$ cat src/rtl/gb_dma_pkg.sv
`default_nettype none
// ============================================================================
// Module      : gb_dma_pkg
// Description : Shared types and constants for the GBC HDMA/GDMA copy path.
// Revision    : 1.0  initial release
// ============================================================================
package gb_dma_pkg;

  // Copy engine byte phases
  typedef enum logic [1:0] {
    IDLE  = 2'd0,
    READ  = 2'd1,
    WAIT  = 2'd2,
    WRITE = 2'd3
  } dma_st_t;

  // Echo RAM window and the offset that folds it back onto 0xA000-0xBFFF
  localparam logic [15:0] ECHO_BASE = 16'hE000;
  localparam logic [15:0] ECHO_OFS  = 16'h4000;

  // VRAM byte address width
  localparam int VRAM_AW = 13;

  // Fold echo-area sources down by 0x4000; everything else passes through
  function automatic logic [15:0] echo_remap(input logic [15:0] addr);
    echo_remap = (addr >= ECHO_BASE) ? (addr - ECHO_OFS) : addr;
  endfunction

endpackage
`default_nettype wire

$ cat src/rtl/hdma_copy.sv
`default_nettype none
// ============================================================================
// Module      : hdma_copy
// Description : Byte-copy engine behind the HDMA/GDMA register block. One
//               system-bus read and one VRAM write per requested byte, with a
//               single-entry pending slot and a sticky overflow flag.
// Revision    : 1.0  initial release
// ============================================================================
module hdma_copy
  import gb_dma_pkg::*;
#(
  parameter int RD_LAT = 2
) (
  input  logic                 clk,
  input  logic                 reset,
  input  logic                 hdma_rd,
  input  logic [15:0]          hdma_source_addr,
  input  logic [15:0]          hdma_target_addr,
  output logic [15:0]          src_addr,
  output logic                 src_rd,
  input  logic [7:0]           src_din,
  output logic [VRAM_AW-1:0]   vram_addr,
  output logic                 vram_wr,
  output logic [7:0]           vram_dout,
  output logic                 cpu_stall,
  output logic [11:0]          xfer_count,
  output logic                 overflow
);

  // Any RD_LAT other than 1 takes the extra WAIT cycle
  localparam logic HAS_WAIT = (RD_LAT != 1);

  dma_st_t              st;
  dma_st_t              st_nxt;

  logic                 prev_rd;
  logic [15:0]          prev_src;
  logic                 req;

  logic                 pend_vld;
  logic [15:0]          pend_src;
  logic [VRAM_AW-1:0]   pend_tgt;

  logic                 start;
  logic [15:0]          sel_src;
  logic [VRAM_AW-1:0]   sel_tgt;

  // Target is always inside 0x8000-0x9FFF, so the top bits carry no information
  logic                 unused_tgt_hi;
  assign unused_tgt_hi = ^hdma_target_addr[15:VRAM_AW];

  // A new byte is wanted on the rising edge of hdma_rd or on any source step
  assign req = hdma_rd & (~prev_rd | (hdma_source_addr != prev_src));

  // A fresh request takes priority over the pending slot when idle
  assign sel_src = req ? hdma_source_addr : pend_src;
  assign sel_tgt = req ? hdma_target_addr[VRAM_AW-1:0] : pend_tgt;

  // Next-state decode; start flags the IDLE->READ hand-off
  always_comb begin
    st_nxt = st;
    start  = 1'b0;
    case (st)
      IDLE: begin
        if (req || pend_vld) begin
          st_nxt = READ;
          start  = 1'b1;
        end
      end
      READ:    st_nxt = HAS_WAIT ? WAIT : WRITE;
      WAIT:    st_nxt = WRITE;
      WRITE:   st_nxt = IDLE;
      default: st_nxt = IDLE;
    endcase
  end

  // State register
  always_ff @(posedge clk or posedge reset) begin
    if (reset) st <= IDLE;
    else       st <= st_nxt;
  end

  // Previous-cycle copies of the trigger inputs for edge/change detection
  always_ff @(posedge clk or posedge reset) begin
    if (reset) begin
      prev_rd  <= 1'b0;
      prev_src <= 16'h0000;
    end else begin
      prev_rd  <= hdma_rd;
      prev_src <= hdma_source_addr;
    end
  end

  // Latch the active byte's addresses when leaving IDLE; they hold until the next byte
  always_ff @(posedge clk or posedge reset) begin
    if (reset) begin
      src_addr  <= 16'h0000;
      vram_addr <= '0;
    end else if (start) begin
      src_addr  <= echo_remap(sel_src);
      vram_addr <= sel_tgt;
    end
  end

  // Single-entry pending slot; a request that finds it full is lost and flagged
  always_ff @(posedge clk or posedge reset) begin
    if (reset) begin
      pend_vld <= 1'b0;
      pend_src <= 16'h0000;
      pend_tgt <= '0;
      overflow <= 1'b0;
    end else if (req && (st != IDLE)) begin
      if (pend_vld) begin
        overflow <= 1'b1;
      end else begin
        pend_vld <= 1'b1;
        pend_src <= hdma_source_addr;
        pend_tgt <= hdma_target_addr[VRAM_AW-1:0];
      end
    end else if ((st == IDLE) && !req && pend_vld) begin
      pend_vld <= 1'b0;
    end
  end

  // Count completed VRAM writes; wraps naturally at 4096
  always_ff @(posedge clk or posedge reset) begin
    if (reset)             xfer_count <= 12'd0;
    else if (st == WRITE)  xfer_count <= xfer_count + 12'd1;
  end

  // Strobes decode straight from the state so an async reset kills them at once
  assign src_rd    = (st == READ);
  assign vram_wr   = (st == WRITE);
  assign vram_dout = vram_wr ? src_din : 8'h00;
  assign cpu_stall = ~reset & (hdma_rd | (st != IDLE) | pend_vld);

endmodule
`default_nettype wire

$ cat config.mk
export PLATFORM = sky130hd
export DESIGN_NAME = hdma_copy
export DESIGN_NICKNAME = d
export VERILOG_FILES = /design/src/rtl/gb_dma_pkg.sv /design/src/rtl/hdma_copy.sv
export SDC_FILE = /design/constraint.sdc
export NUM_CORES = 1
export LEC_CHECK = 0
export BUFFER_PORTS_ARGS = -buffer_cell sky130_fd_sc_hd__buf_2
export CAP_MARGIN = 0
export CORE_MARGIN = 8
export CORE_UTILIZATION = 55
export DETAILED_ROUTE_END_ITERATION = 8
export PLACE_DENSITY_LB_ADDON = 0.08
export SETUP_SLACK_MARGIN = 0.5
export SLEW_MARGIN = 20
export SYNTH_ARGS = -nofsm -noshare
export SYNTH_HDL_FRONTEND = slang
export SYNTH_SLANG_ARGS = --single-unit
export TNS_END_PERCENT = 50
$ cat constraint.sdc
create_clock -name clk -period 6.1 [get_ports clk]
set_input_delay 1.22 -clock clk [delete_from_list [all_inputs] [get_ports clk]]
set_output_delay 1.22 -clock clk [all_outputs]
set_load 0.02 [all_outputs]
# Word level (Yosys, flattened, before mapping)
# Index checks and enable logic that the tools add are counted.
# classes
n_bitwise,8
n_eq_ne,5
n_mux,10
addsub,2
n_reduce_logical,10
n_lt_le_gt_ge,1
# ops
cell,count
$mux 16,2
$ge 16x16->1 const B,1
$ne 16x16->1,1
$sub 16x15->16 const B,1
$mux 13,1
$add 12x1->12 const B,1
$mux 8,1
$pmux 2 s4,1
$eq 2x2->1 const B,2
$mux 1,4
$reduce_and 2->1,2
$reduce_bool 2->1,2
$logic_and 1x1->1,3
$not 1->1,3
$or 1x1->1,3
$and 1x1->1,2
$eq 2x1->1 const B,1
$logic_not 2->1,1
$mux 2,1
$ne 2x2->1 const B,1
$logic_not 1->1,1
$logic_or 1x1->1,1
# word_totals
regBits,91
in_bits,43
output_inout_bits,53
elab_cells,46

# Depth between registers and ports, before layout
# Gate-level depths: netlist (run 1).
# logic_depth
ltp_word,8
ltp_mapped,10
depth_no_buf,10

# Worst setup path before layout (run 1)
# Ideal clock, no wire load.
# synth_timing
kind,input-to-reg
startpoint,input hdma_source_addr[1]
endpoint,register src_addr[14]
path_buffers,0
required_ns,5.975
arrival_ns,3.119
setup_time_ns,0.125
slack_ns,2.856
cell_stages,10
cell_sequence,xor2_1 > nor4_1 > nand3_1 > o21ai_4 > mux2_2 > ha_1 > nand2_1 > mux2i_1 > xor2_1 > mux2_2
# synth_via
elab_chain_cells,6
elab_cells_between_ends,10
cone_classes,add/sub (1); order compare (1); eq/ne (1); mux (4); bitwise (2); reduce/logical (1)
# synth_rtl
item,line_no,rtl
from (decl),hdma_copy.sv:17,"input logic [15:0] hdma_source_addr,"
$ne 16x16->1,hdma_copy.sv:53,assign req = hdma_rd & (~prev_rd | (hdma_source_addr != prev_src));
$or 1x1->1,hdma_copy.sv:53,
$and 1x1->1,hdma_copy.sv:53,
$mux 16 or $logic_or 1x1->1 (tied branches),"hdma_copy.sv:56, hdma_copy.sv:65",
$sub 16x15->16 (tied with other cells),gb_dma_pkg.sv:26,echo_remap = (addr >= ECHO_BASE) ? (addr - ECHO_OFS) : addr;
$mux 16 or $mux 1 (tied branches),"gb_dma_pkg.sv:26, hdma_copy.sv:63",
to (signal assigned),hdma_copy.sv:100,src_addr <= echo_remap(sel_src);
to (decl),hdma_copy.sv:19,"output logic [15:0] src_addr,"
# Several ways; a longest one is shown, not always the timed one.
# A chain may end at the register's enable or synchronous reset.

# Worst setup path after layout (run 1)
# layout_timing
startpoint,input hdma_source_addr[13]
endpoint,register src_addr[14]
# The elaborated chain is that of the path after synthesis.

==> results of run 1 <==
stage by stage:
| stage | utilization [%] | worst slack [ns] | hold slack, ns |
|---|---|---|---|
| after detailed placement | 65.0 | 1.98 | 0.454 |
| after floorplan | - | 2.52 | 0.476 |
| after CTS | 67.6 | 2.35 | 0.469 |
| after global placement | 65.0 | 2.04 | 0.451 |
| final | 67.6 | 2.37 | 0.459 |
| after global routing | 67.6 | 2.23 | 0.475 |
power by group through the flow:
stage	Clock (mW)	Combinational (mW)	Sequential (mW)
final	0.386	0.892	0.968
after global routing	0.427	0.983	0.999
after CTS	0.396	0.909	0.969
after detailed placement	0	0.908	0.978
after global placement	0	0.882	0.965
after floorplan	0	0.521	1.10
flip-flops by register name (all words and copies together) (netlist names):
| signal | cells |
|---|---|
| pend_vld | 1 |
| prev_rd | 1 |
| xfer_count | 12 |
| vram_addr | 13 |
| src_addr | 16 |
| prev_src | 16 |
| pend_src | 16 |
| pend_tgt | 13 |
| st | 2 |
| overflow | 1 |
routing by layer:
layer | wire (um) | track usage (%) | up-vias
met5 | 0 | 0 | -
met4 | 99 | 6.74 | 0
met3 | 648 | 6.16 | 11
met2 | 3550 | 24.9 | 72
met1 | 3410 | 20.2 | 1213
li1 | - | - | 1220
logic make-up (layout without fill, tap and decap cells):
family	after synthesis	in the layout	synth area share, %
flip-flops	91	91	58.1
AND/OR/NAND/NOR	65	65	7.79
multiplexers	62	62	17.9
AO/OA/AOI/OAI	35	35	4.95
XOR/XNOR	28	28	6.26
buffers and inverters	18	115	3.10
adder cells (fa/ha/maj)	6	6	1.92
worst min-delay path by stage:
stage                           to  slack (ns)  cells past startpoint
floorplan             pend_src[14]        0.48                      1
CTS                 xfer_count[11]        0.47                      1
global route        xfer_count[11]        0.47                      1
finish              xfer_count[11]        0.46                      1
detailed placement  xfer_count[11]        0.45                      1
global placement    xfer_count[11]        0.45                      1
final cells by class:
type,count,area (sq um),area share [%]
Clock buffer,11,141,3.06
Multi-Input combinational cell,196,1530,33.1
Timing Repair Buffer,96,490,10.6
Sequential cell,91,2280,49.3
Clock inverter,3,40.0,0.867
Inverter,5,20.0,0.433
Tap cell,96,120,2.60
cell usage in the layout (no fill, tap or decap), types with 9 or more instances in the layout:
cell type  count
a21oi_1       28
and2_1        10
buf_2         92
clkbuf_8      10
dfrtp_1       91
mux2_2        24
mux2_4        10
mux2i_1       28
nor2_1        31
xnor2_1        9
xor2_1        19
==> results by group, run 1 <==
Floorplan
  • Initial Util: 57.4%
  • Die area: 10,100 sq um
  • Rows: 30
  • Io pins: 96
  • Die Width: 100 um
  • Core area: 6830 sq um
  • Die H: 100 um

Synth
  • Yosys Warn Count: 0
  • Top-area cell type share of the netlist area: 58.1%
  • Cell Area, Synth: 3920 sq um
  • Synth area leaders: dfrtp_1 (58%), mux2i_1 (7.2%), mux2_2 (6.9%)
  • Async set or reset register ratio after synthesis: 100%
  • Most common cell in the netlist: dfrtp_1
  • Top_reg_cell synth: dfrtp_1
  • Number of enable flip-flop cells after synthesis: 0
  • Synth Instances: 305
  • Seq cells post-synth: 91
  • Cell type with the largest total area after synthesis: dfrtp_1
  • Most common library cells after synthesis: dfrtp_1 (91), nor2_1 (31), a21oi_1 (28), mux2i_1 (28), mux2_2 (24)
  • Post-synthesis cell type count: 31
  • Syn Area/Cell: 12.8 sq um
  • Syn_nets: 354
  • Seq/Total Area, Yosys: 58.1%

Pwr
  • Register share of total power: 43.1%
  • Sw Share: 36.8%
  • Max VDD drop: 0.000311 V
  • PD cells: 486 nW/um^2
  • Power, Total: 2.25 mW
  • Leak: 2.27 nW
  • Switching Power: 828 uW
  • Clk pwr share: 17.2%
  • Internal power: 1.42 mW
  • Proportion of power drawn by combinational gates: 39.7%

Critical path
  • Arrival time worst endpoint: 3.96 ns
  • Cell count along the critical path: 12
  • Worst-path maximum fanout: 33
  • Critical-path top delay cell: buf_4
  • Crit. End Element: flop
  • CP Class: in -> reg
  • Worst Setup Start Kind: primary input
  • CP required: 6.33 ns
  • Crit path max-delay family: multiplexers
  • Crit-path max cell delay: 0.50 ns
  • Ordered list of cells on the worst path: buf_2 > xor2_1 > nor4_1 > nand3_1 > o21ai_4 > buf_4 > mux2_2 > ha_1 > nand2_1 > mux2i_1 > xor2_1 > mux2_2
  • Reg2reg end: src_addr[14]
  • R2r setup slk: 3.03 ns
  • CP Capture Point: src_addr[14]
  • R2r worst-path depth: 11
  • Reg2reg start: prev_src[13]
  • Worst Path Buf+Inv: 2
  • Critical Path Start: hdma_source_addr[13]

STA
  • Actual slew at the worst max-slew pin: 1.02 ns
  • RSZ-0062 raised after global routing: no
  • Max Slew Vio Count: 0
  • Layout Skew: 0.00821 ns
  • Fin. Hold Viols: 0
  • FMAX: 268 MHz
  • Final worst path period share: 61.1%
  • Max_slew headroom: 32.0%
  • Period minus WS final: 3.73 ns
  • Final setup viols: 0
  • TNS Setup: 0 ns

Outcome
  • Status: finished clean

Placed design
  • DP HPWL: 5430 um
  • GP Congestion: 0.726
  • I/O Buffers: 92
  • Dpl cells: 484
  • Placed Area: 4440 sq um

CTS
  • CTS resizes: 0
  • Skew-Pair Late Insertion Delay: 0.34 ns
  • Total CTS buffers: 9
  • TritonCTS clock tree: built
  • CTS clk-pin slew, worst paths: 0.08 ns
  • Post-CTS Hold Buffers: 0
  • # H-tree levels: 3
  • Sink Count: 91
  • Root buffer cell: clkbuf_8
  • Post-CTS Setup Bufs: 0
  • Clock tree buffer depth: 2

GRT
  • GRT overflow: 0
  • Initial antenna violation count: 0
  • Vias in the first global route: 2,689
  • First-pass GRT wire length: 12,900 um
  • Gr usage total: 16.3%
  • Largest net degree at the start of global routing: 62

Flow run
  • Max-Cap Viols: 0

Route
  • Vias post-DR: 2,516
  • Post-Route WL: 7710 um
  • Antenna-violating nets left: 0
  • Drt pass-1 iters: 4
  • Vias per cell: 5.05
  • Initial DRC count: 63
  • Wire per inst: 15.5 um
  • DRC Markers: 0

Cells and area
  • Number of diodes: 0
  • Number of fill cells: 545
  • Final cell count without fillers: 498
  • Design Area, Final: 4620 sq um
  • Final #Nets: 448
  • Synth-to-Final Area Change: 17.9%
  • Layout cells sized above 1: 36.6%

Min path
  • Hold Startpoint: xfer_count[11]
  • Worst Hold Class: reg -> reg
(Power assumes the default switching activity.)
==> run 2: changes to the inputs <==
--- a/config.mk
+++ b/config.mk
@@ -5,10 +5,11 @@
 export SDC_FILE = /design/constraint.sdc
 export NUM_CORES = 1
 export LEC_CHECK = 0
+export ABC_AREA = 1
 export BUFFER_PORTS_ARGS = -buffer_cell sky130_fd_sc_hd__buf_2
 export CAP_MARGIN = 0
 export CORE_MARGIN = 8
-export CORE_UTILIZATION = 55
+export CORE_UTILIZATION = 54
 export DETAILED_ROUTE_END_ITERATION = 8
 export PLACE_DENSITY_LB_ADDON = 0.08
 export SETUP_SLACK_MARGIN = 0.5
==> constraint.sdc (replaced) <==
create_clock -name clk -period 3.62 [get_ports clk]
set_input_delay 0.724 -clock clk [delete_from_list [all_inputs] [get_ports clk]]
set_output_delay 0.724 -clock clk [all_outputs]
set_load 0.02 [all_outputs]
==> results by group, run 2 <==
Outcome
  • Status: finished clean (unchanged)

Critical path
  • CP Class: reg -> out (was in -> reg)
  • R2r setup slk: 1.46 ns (was 3.03 ns)
  • R2r worst-path depth: 12 (was 11)
  • Critical Path Start: st[0] (was hdma_source_addr[13])
  • Worst-path maximum fanout: 5 (was 33)
  • Crit. End Element: primary output (was flop)
  • Reg2reg start: prev_src[2] (was prev_src[13])
  • Worst Setup Start Kind: flop (was primary input)
  • CP required: 2.90 ns (was 6.33 ns)
  • Arrival time worst endpoint: 1.74 ns (was 3.96 ns)

Floorplan
  • Die area: 10,900 sq um (was 10,100 sq um)
  • Io pins: 96 (unchanged)
  • Die H: 105 um (was 100 um)
  • Rows: 32 (was 30)
  • Initial Util: 55.4% (was 57.4%)
  • Die Width: 105 um (was 100 um)
  • Core area: 7650 sq um (was 6830 sq um)

Route
  • Met2 routed wirelength: 3750 um (was 3550 um)
  • WL met3: 551 um (was 648 um)
  • Initial DRC count: 103 (was 63)
  • Antenna-violating nets left: 0 (unchanged)
  • Met1 WL: 3940 um (was 3410 um)
  • Uppermost layer routed: met4 (unchanged)
  • Vias per cell: 4.76 (was 5.05)
  • Drt pass-1 iters: 4 (unchanged)
  • Post-Route WL: 8340 um (was 7710 um)
  • Wire per inst: 12.7 um (was 15.5 um)
  • DRC Markers: 0 (unchanged)
  • Vias post-DR: 3,131 (was 2,516)

CTS
  • Skew-Pair Late Insertion Delay: 0.35 ns (was 0.34 ns)
  • Sink Count: 91 (unchanged)
  • Post-CTS Hold Buffers: 0 (unchanged)
  • TritonCTS clock tree: built (unchanged)
  • Root buffer cell: clkbuf_8 (unchanged)
  • CTS resizes: 0 (unchanged)
  • Post-CTS Setup Bufs: 0 (unchanged)
  • Clock tree buffer depth: 2 (unchanged)
  • Total CTS buffers: 9 (unchanged)
  • # H-tree levels: 3 (unchanged)
  • CTS clk-pin slew, worst paths: 0.09 ns (was 0.08 ns)

Synth
  • Async set or reset register ratio after synthesis: 100% (unchanged)
  • Cell type with the largest total area after synthesis: dfrtp_1 (unchanged)
  • Most common cell in the netlist: nand2_1 (was dfrtp_1)
  • Seq cells post-synth: 91 (unchanged)
  • Synth area leaders: dfrtp_1 (54%), nand2_1 (10%), inv_1 (5.0%) (was dfrtp_1 (58%), mux2i_1 (7.2%), mux2_2 (6.9%))
  • Syn Area/Cell: 9.17 sq um (was 12.8 sq um)
  • Top_reg_cell synth: dfrtp_1 (unchanged)
  • Synth Instances: 462 (was 305)
  • Syn_nets: 511 (was 354)
  • Post-synthesis cell type count: 30 (was 31)
  • Most common library cells after synthesis: nand2_1 (117), dfrtp_1 (91), inv_1 (56) (was dfrtp_1 (91), nor2_1 (31), a21oi_1 (28), mux2i_1 (28), mux2_2 (24))
  • Cell Area, Synth: 4240 sq um (was 3920 sq um)
  • Seq/Total Area, Yosys: 53.7% (was 58.1%)
  • Yosys Warn Count: 0 (unchanged)
  • Top-area cell type share of the netlist area: 53.7% (was 58.1%)
  • Number of enable flip-flop cells after synthesis: 0 (unchanged)

Cells and area
  • Layout cells sized above 1: 30.2% (was 36.6%)
  • Number of diodes: 0 (unchanged)
  • Regs by FF count: pend_src: 16 flops, prev_src: 16 flops, src_addr: 16 flops (unchanged)
  • Synth-to-Final Area Change: 16.6% (was 17.9%)
  • Most common cell after layout, fill and taps aside: nand2_1 (was buf_2)
  • Most frequent cells in the layout: nand2_1 (117), buf_2 (92), dfrtp_1 (91) (was buf_2 (92), dfrtp_1 (91), nor2_1 (31))
  • Final cell count without fillers: 658 (was 498)
  • Final #Nets: 600 (was 448)

STA
  • Max_slew headroom: 42.6% (was 32.0%)
  • Actual slew at the worst max-slew pin: 0.861 ns (was 1.02 ns)
  • TNS Setup: 0 ns (unchanged)
  • Final worst path period share: 68.0%
  • Final setup viols: 0 (unchanged)
  • Layout Skew: 0.0128 ns (was 0.00821 ns)
  • RSZ-0062 raised after global routing: no (unchanged)
  • Fin. Hold Viols: 0 (unchanged)
  • Max Slew Vio Count: 0 (unchanged)
  • Period minus WS final: 2.46 ns
  • FMAX: 406 MHz

Placed design
  • GP Congestion: 0.804 (was 0.726)
  • Dpl cells: 642 (was 484)
  • I/O Buffers: 92 (unchanged)
  • DP HPWL: 6090 um (was 5430 um)

Pwr
  • Leak: 2.69 nW (was 2.27 nW)
  • Sw Share: 38.7% (was 36.8%)
  • Clk pwr share: 20.1% (was 17.2%)
  • Max VDD drop: 0.000410 V (was 0.000311 V)
  • Proportion of power drawn by combinational gates: 38.2% (was 39.7%)
  • Switching Power: 1.48 mW (was 828 uW)
  • PD cells: 773 nW/um^2 (was 486 nW/um^2)
  • Register share of total power: 41.8% (was 43.1%)
  • Internal power: 2.34 mW (was 1.42 mW)

Min path
  • Hold Path Stages: 1 (unchanged)
  • Hold Startpoint: xfer_count[11] (unchanged)
  • Worst Hold Class: reg -> reg (unchanged)

GRT
  • GRT overflow: 0 (unchanged)
  • Largest net degree at the start of global routing: 70 (was 62)
  • First-pass GRT wire length: 14,600 um (was 12,900 um)
  • Vias in the first global route: 3,141 (was 2,689)
  • Gr usage total: 16.0% (was 16.3%)
  • Initial antenna violation count: 0 (unchanged)

Flow run
  • Max-Cap Viols: 0 (unchanged)
[run 2: changes by cell type after synthesis, moves of 20 or more]
cell	change
nand2_1	+109
inv_1	+51
o21ai_0	+40
a21oi_1	-28
mux2i_1	-28
o21ai_1	+28
mux2_2	-23
nand2_2	+21
nor2_1	-21
o21ai_2	+20
[run 2: logic make-up after synthesis]
group	after synthesis	synth area share [%]
buffers and inverters	83	9.83
AO/OA/AOI/OAI	94	13.1
flip-flops	91	53.7
adder cells (fa/ha/maj)	6	1.77
XOR/XNOR	15	3.10
multiplexers	1	0.266
AND/OR/NAND/NOR	172	18.2
[run 2: path summary, 6_finish.rpt]
path | endpoint
max in group asynchronous | prev_src[14]
worst min register to register | xfer_count[11]
worst min-delay path | xfer_count[11]
min in group asynchronous | xfer_count[11]
worst max-delay path | cpu_stall
worst max register to register | vram_addr[9]
[run 2: routing by layer]
| layer | vias to the layer above | track usage (%) |
|---|---|---|
| li1 | 1619 | - |
| met1 | 1422 | 20.9 |
| met2 | 80 | 24.8 |
| met3 | 10 | 4.98 |
| met4 | 0 | 5.81 |
| met5 | - | 0 |
[run 2: through the flow]
stage	setup WS (ns)	util [%]	cell area, sq um	total power, mW	hold slack (ns)
detailed placement	0.945	61.6	4710	3.10	0.458
CTS	1.15	64.6	4940	3.87	0.474
global placement	0.971	61.6	4710	3.05	0.437
floorplan	0.508	-	4240	2.69	0.448
global route	1.01	64.6	4940	4.11	0.492
finish	1.16	64.6	4940	3.82	0.466
[run 2: critical path: stages (launching register included)]
cell     delay (ns)
dfrtp_1        0.41
inv_1          0.11
ha_1           0.34
inv_1          0.12
o31ai_1        0.21
inv_1          0.06
buf_2          0.16
[run 2: cell type report]
type | instances | area, sq um
fillers | 672 | 2710
flip-flops and latches | 91 | 2280
multi-input cells | 288 | 1540
repair buffers | 96 | 515
inverters | 65 | 250
clock buffers | 12 | 155
well taps | 102 | 128
clock inverters | 4 | 72.6
[run 2: power groups by stage]
stage          Clock, mW  Combinational, mW  Sequential, mW
4_1_cts            0.779               1.49            1.60
3_5_place_dp           0               1.49            1.62
3_3_place_gp           0               1.45            1.60
6_report           0.767               1.46            1.60
2_1_floorplan          0              0.876            1.82
5_1_grt            0.820               1.65            1.64
==> run 3: changes to the inputs <==
--- a/config.mk
+++ b/config.mk
@@ -5,11 +5,11 @@
 export SDC_FILE = /design/constraint.sdc
 export NUM_CORES = 1
 export LEC_CHECK = 0
-export ABC_AREA = 1
+export ABC_AREA = 0
 export BUFFER_PORTS_ARGS = -buffer_cell sky130_fd_sc_hd__buf_2
 export CAP_MARGIN = 0
 export CORE_MARGIN = 8
-export CORE_UTILIZATION = 54
+export CORE_UTILIZATION = 48
 export DETAILED_ROUTE_END_ITERATION = 8
 export PLACE_DENSITY_LB_ADDON = 0.08
 export SETUP_SLACK_MARGIN = 0.5
==> constraint.sdc (replaced) <==
create_clock -name clk -period 1.95 [get_ports clk]
set_input_delay 0.39 -clock clk [delete_from_list [all_inputs] [get_ports clk]]
set_output_delay 0.39 -clock clk [all_outputs]
set_load 0.02 [all_outputs]
==> results by group, run 3 (synthesized netlist as in run 1, its figures left out) <==
Critical path
  • CP required: 2.18 ns (was 2.90 ns)
  • Worst-path maximum fanout: 3 (was 5)
  • Crit. End Element: flop (was primary output)
  • Worst Setup Start Kind: flop (unchanged)
  • R2r worst-path depth: 10 (was 12)
  • CP Class: reg -> reg (was reg -> out)
  • Arrival time worst endpoint: 2.69 ns (was 1.74 ns)

CTS
  • Root buffer cell: clkbuf_8 (unchanged)
  • Skew-Pair Late Insertion Delay: 0.34 ns (was 0.35 ns)
  • Sink Count: 91 (unchanged)
  • Clock tree buffer depth: 2 (unchanged)
  • CTS clk-pin slew, worst paths: 0.09 ns (about the same)
  • # H-tree levels: 3 (unchanged)
  • TritonCTS clock tree: built (unchanged)
  • Total CTS buffers: 9 (unchanged)

Pwr
  • PD cells: 1490 nW/um^2 (was 773 nW/um^2)
  • Power, Total: 8.24 mW (was 3.82 mW)
  • Max VDD drop: 0.000901 V (was 0.000410 V)
  • Leak: 2.67 nW (was 2.69 nW)

Cells and area
  • Layout cells sized above 1: 50.6% (was 30.2%)
  • Synth-to-Final Area Change: 40.9% (was 16.6%)
  • Regs by FF count: pend_src: 16 flops, prev_src: 16 flops, src_addr: 16 flops (unchanged)
  • Number of diodes: 0 (unchanged)
  • Final #Nets: 495 (was 600)
  • Final cell count without fillers: 556 (was 658)
  • Number of fill cells: 602 (was 672)
  • Most frequent cells in the layout: dfrtp_1 (90), buf_2 (81), nor2_1 (30) (was nand2_1 (117), buf_2 (92), dfrtp_1 (91))
  • Most common cell after layout, fill and taps aside: dfrtp_1 (was nand2_1)

Outcome
  • Status: finished, violations left (was finished clean)
  • Failing checks: negative setup slack

STA
  • FMAX: 406 MHz
  • RSZ-0062 raised after global routing: yes (was no)
  • Final worst path period share: 126%
  • Final worst slack: -0.512 ns (was 1.16 ns)
  • Layout Skew: 0.0107 ns (was 0.0128 ns)
  • Max_slew headroom: 73.3% (was 42.6%)
  • Period minus WS final: 2.46 ns
  • Final setup viols: 62 (was 0)
  • Fin. Hold Viols: 0 (unchanged)
  • Actual slew at the worst max-slew pin: 0.400 ns (was 0.861 ns)
  • Max Slew Vio Count: 0 (unchanged)

Route
  • Post-Route WL: 9260 um (was 8340 um)
  • Vias per cell: 4.93 (was 4.76)
  • Antenna-violating nets left: 0 (unchanged)
  • DRC Markers: 0 (unchanged)
  • Initial DRC count: 78 (was 103)
  • Drt pass-1 iters: 4 (unchanged)
  • Wire per inst: 16.6 um (was 12.7 um)
  • Vias post-DR: 2,741 (was 3,131)

Floorplan
  • Die area: 11,300 sq um (was 10,900 sq um)
  • Core area: 8050 sq um (was 7650 sq um)
  • Initial Util: 48.7% (was 55.4%)
  • Rows: 33 (was 32)
  • Io pins: 96 (unchanged)
  • Die Width: 106 um (was 105 um)
  • Die H: 106 um (was 105 um)

GRT
  • Vias in the first global route: 2,818 (was 3,141)
  • Initial antenna violation count: 0 (unchanged)
  • GRT overflow: 0 (unchanged)
  • First-pass GRT wire length: 14,500 um (was 14,600 um)
  • Gr usage total: 16.1% (was 16.0%)
  • Largest net degree at the start of global routing: 48 (was 70)

Placed design
  • Dpl cells: 521 (was 642)
  • Place WS: -0.686 ns (was 0.945 ns)
  • DP HPWL: 5910 um (was 6090 um)
  • I/O Buffers: 92 (unchanged)
  • GP Congestion: 0.711 (was 0.804)

Flow run
  • Max-Cap Viols: 0 (unchanged)

Min path
  • Worst Hold Class: in -> async (was reg -> reg)
==> run 3: cell type report <==
class | instances | area (sq um) | area share, %
clock buffers | 13 | 159 | 2.88
multi-input cells | 197 | 1700 | 30.7
well taps | 105 | 131 | 2.38
flip-flops and latches | 91 | 2280 | 41.3
repair buffers | 142 | 1190 | 21.5
inverters | 5 | 22.5 | 0.408
clock inverters | 3 | 46.3 | 0.838
==> run 3: metal layers <==
metal / up-vias / track usage (%) / share of wire [%]
li1: 1333 / - / -
met1: 1349 / 19.9 / 45
met2: 52 / 26.6 / 50
met3: 7 / 4.05 / 4.9
met4: 0 / 5.73 / 0.76
met5: - / 0 / 0
==> run 3: report_power, final <==
part | total (mW) | switching (mW) | internal [mW]
Combinational | 3.88 | 1.87 | 2.00
Clock | 1.30 | 0.631 | 0.667
Sequential | 3.07 | 0.447 | 2.62
==> run 3: worst paths after layout <==
path                                           start              to  slack [ns]
worst max-delay path                     prev_src[6]    src_addr[14]       -0.51
worst min-delay path                           reset    pend_tgt[10]        0.03
worst max register to register           prev_src[6]    src_addr[14]       -0.51
worst min register to register        xfer_count[11]  xfer_count[11]        0.46
max in group asynchronous                      reset     pend_src[3]        1.24
min in group clk                hdma_source_addr[10]    prev_src[10]        0.20
==> run 3: stage by stage <==
step           instance area, sq um  hold WS, ns  TNS (ns)  utilization (%)
3_5_place_dp                   4730        0.407    -30.99             58.8
3_3_place_gp                   4730        0.409    -29.59             58.8
4_1_cts                        5350       0.0244    -22.76             66.5
2_1_floorplan                  3940        0.421     -1.86                -
6_report                       5520       0.0313    -24.41             68.6
5_1_grt                        5520       0.0439    -33.84             68.6
==> run 3: worst max-delay path: stages (launching register included) <==
cell and delay (ns):
dfrtp_1 0.41, xor2_2 0.16, nor4_2 0.29, nand3_1 0.17
o21ai_4 0.23, mux2_4 0.35, ha_4 0.18, nand2_4 0.07
mux2i_4 0.07, xor2_1 0.15, mux2_4 0.26
==> run 3: timing repair <==
item / CTS / global route
endpoints found under the setup margin: 76 / 79
resized for setup: 60 / 21
pin swaps: 27 / 16
hold buffers: 0 / 0
setup buffers: 10 / 0
cloned: 5 / 4
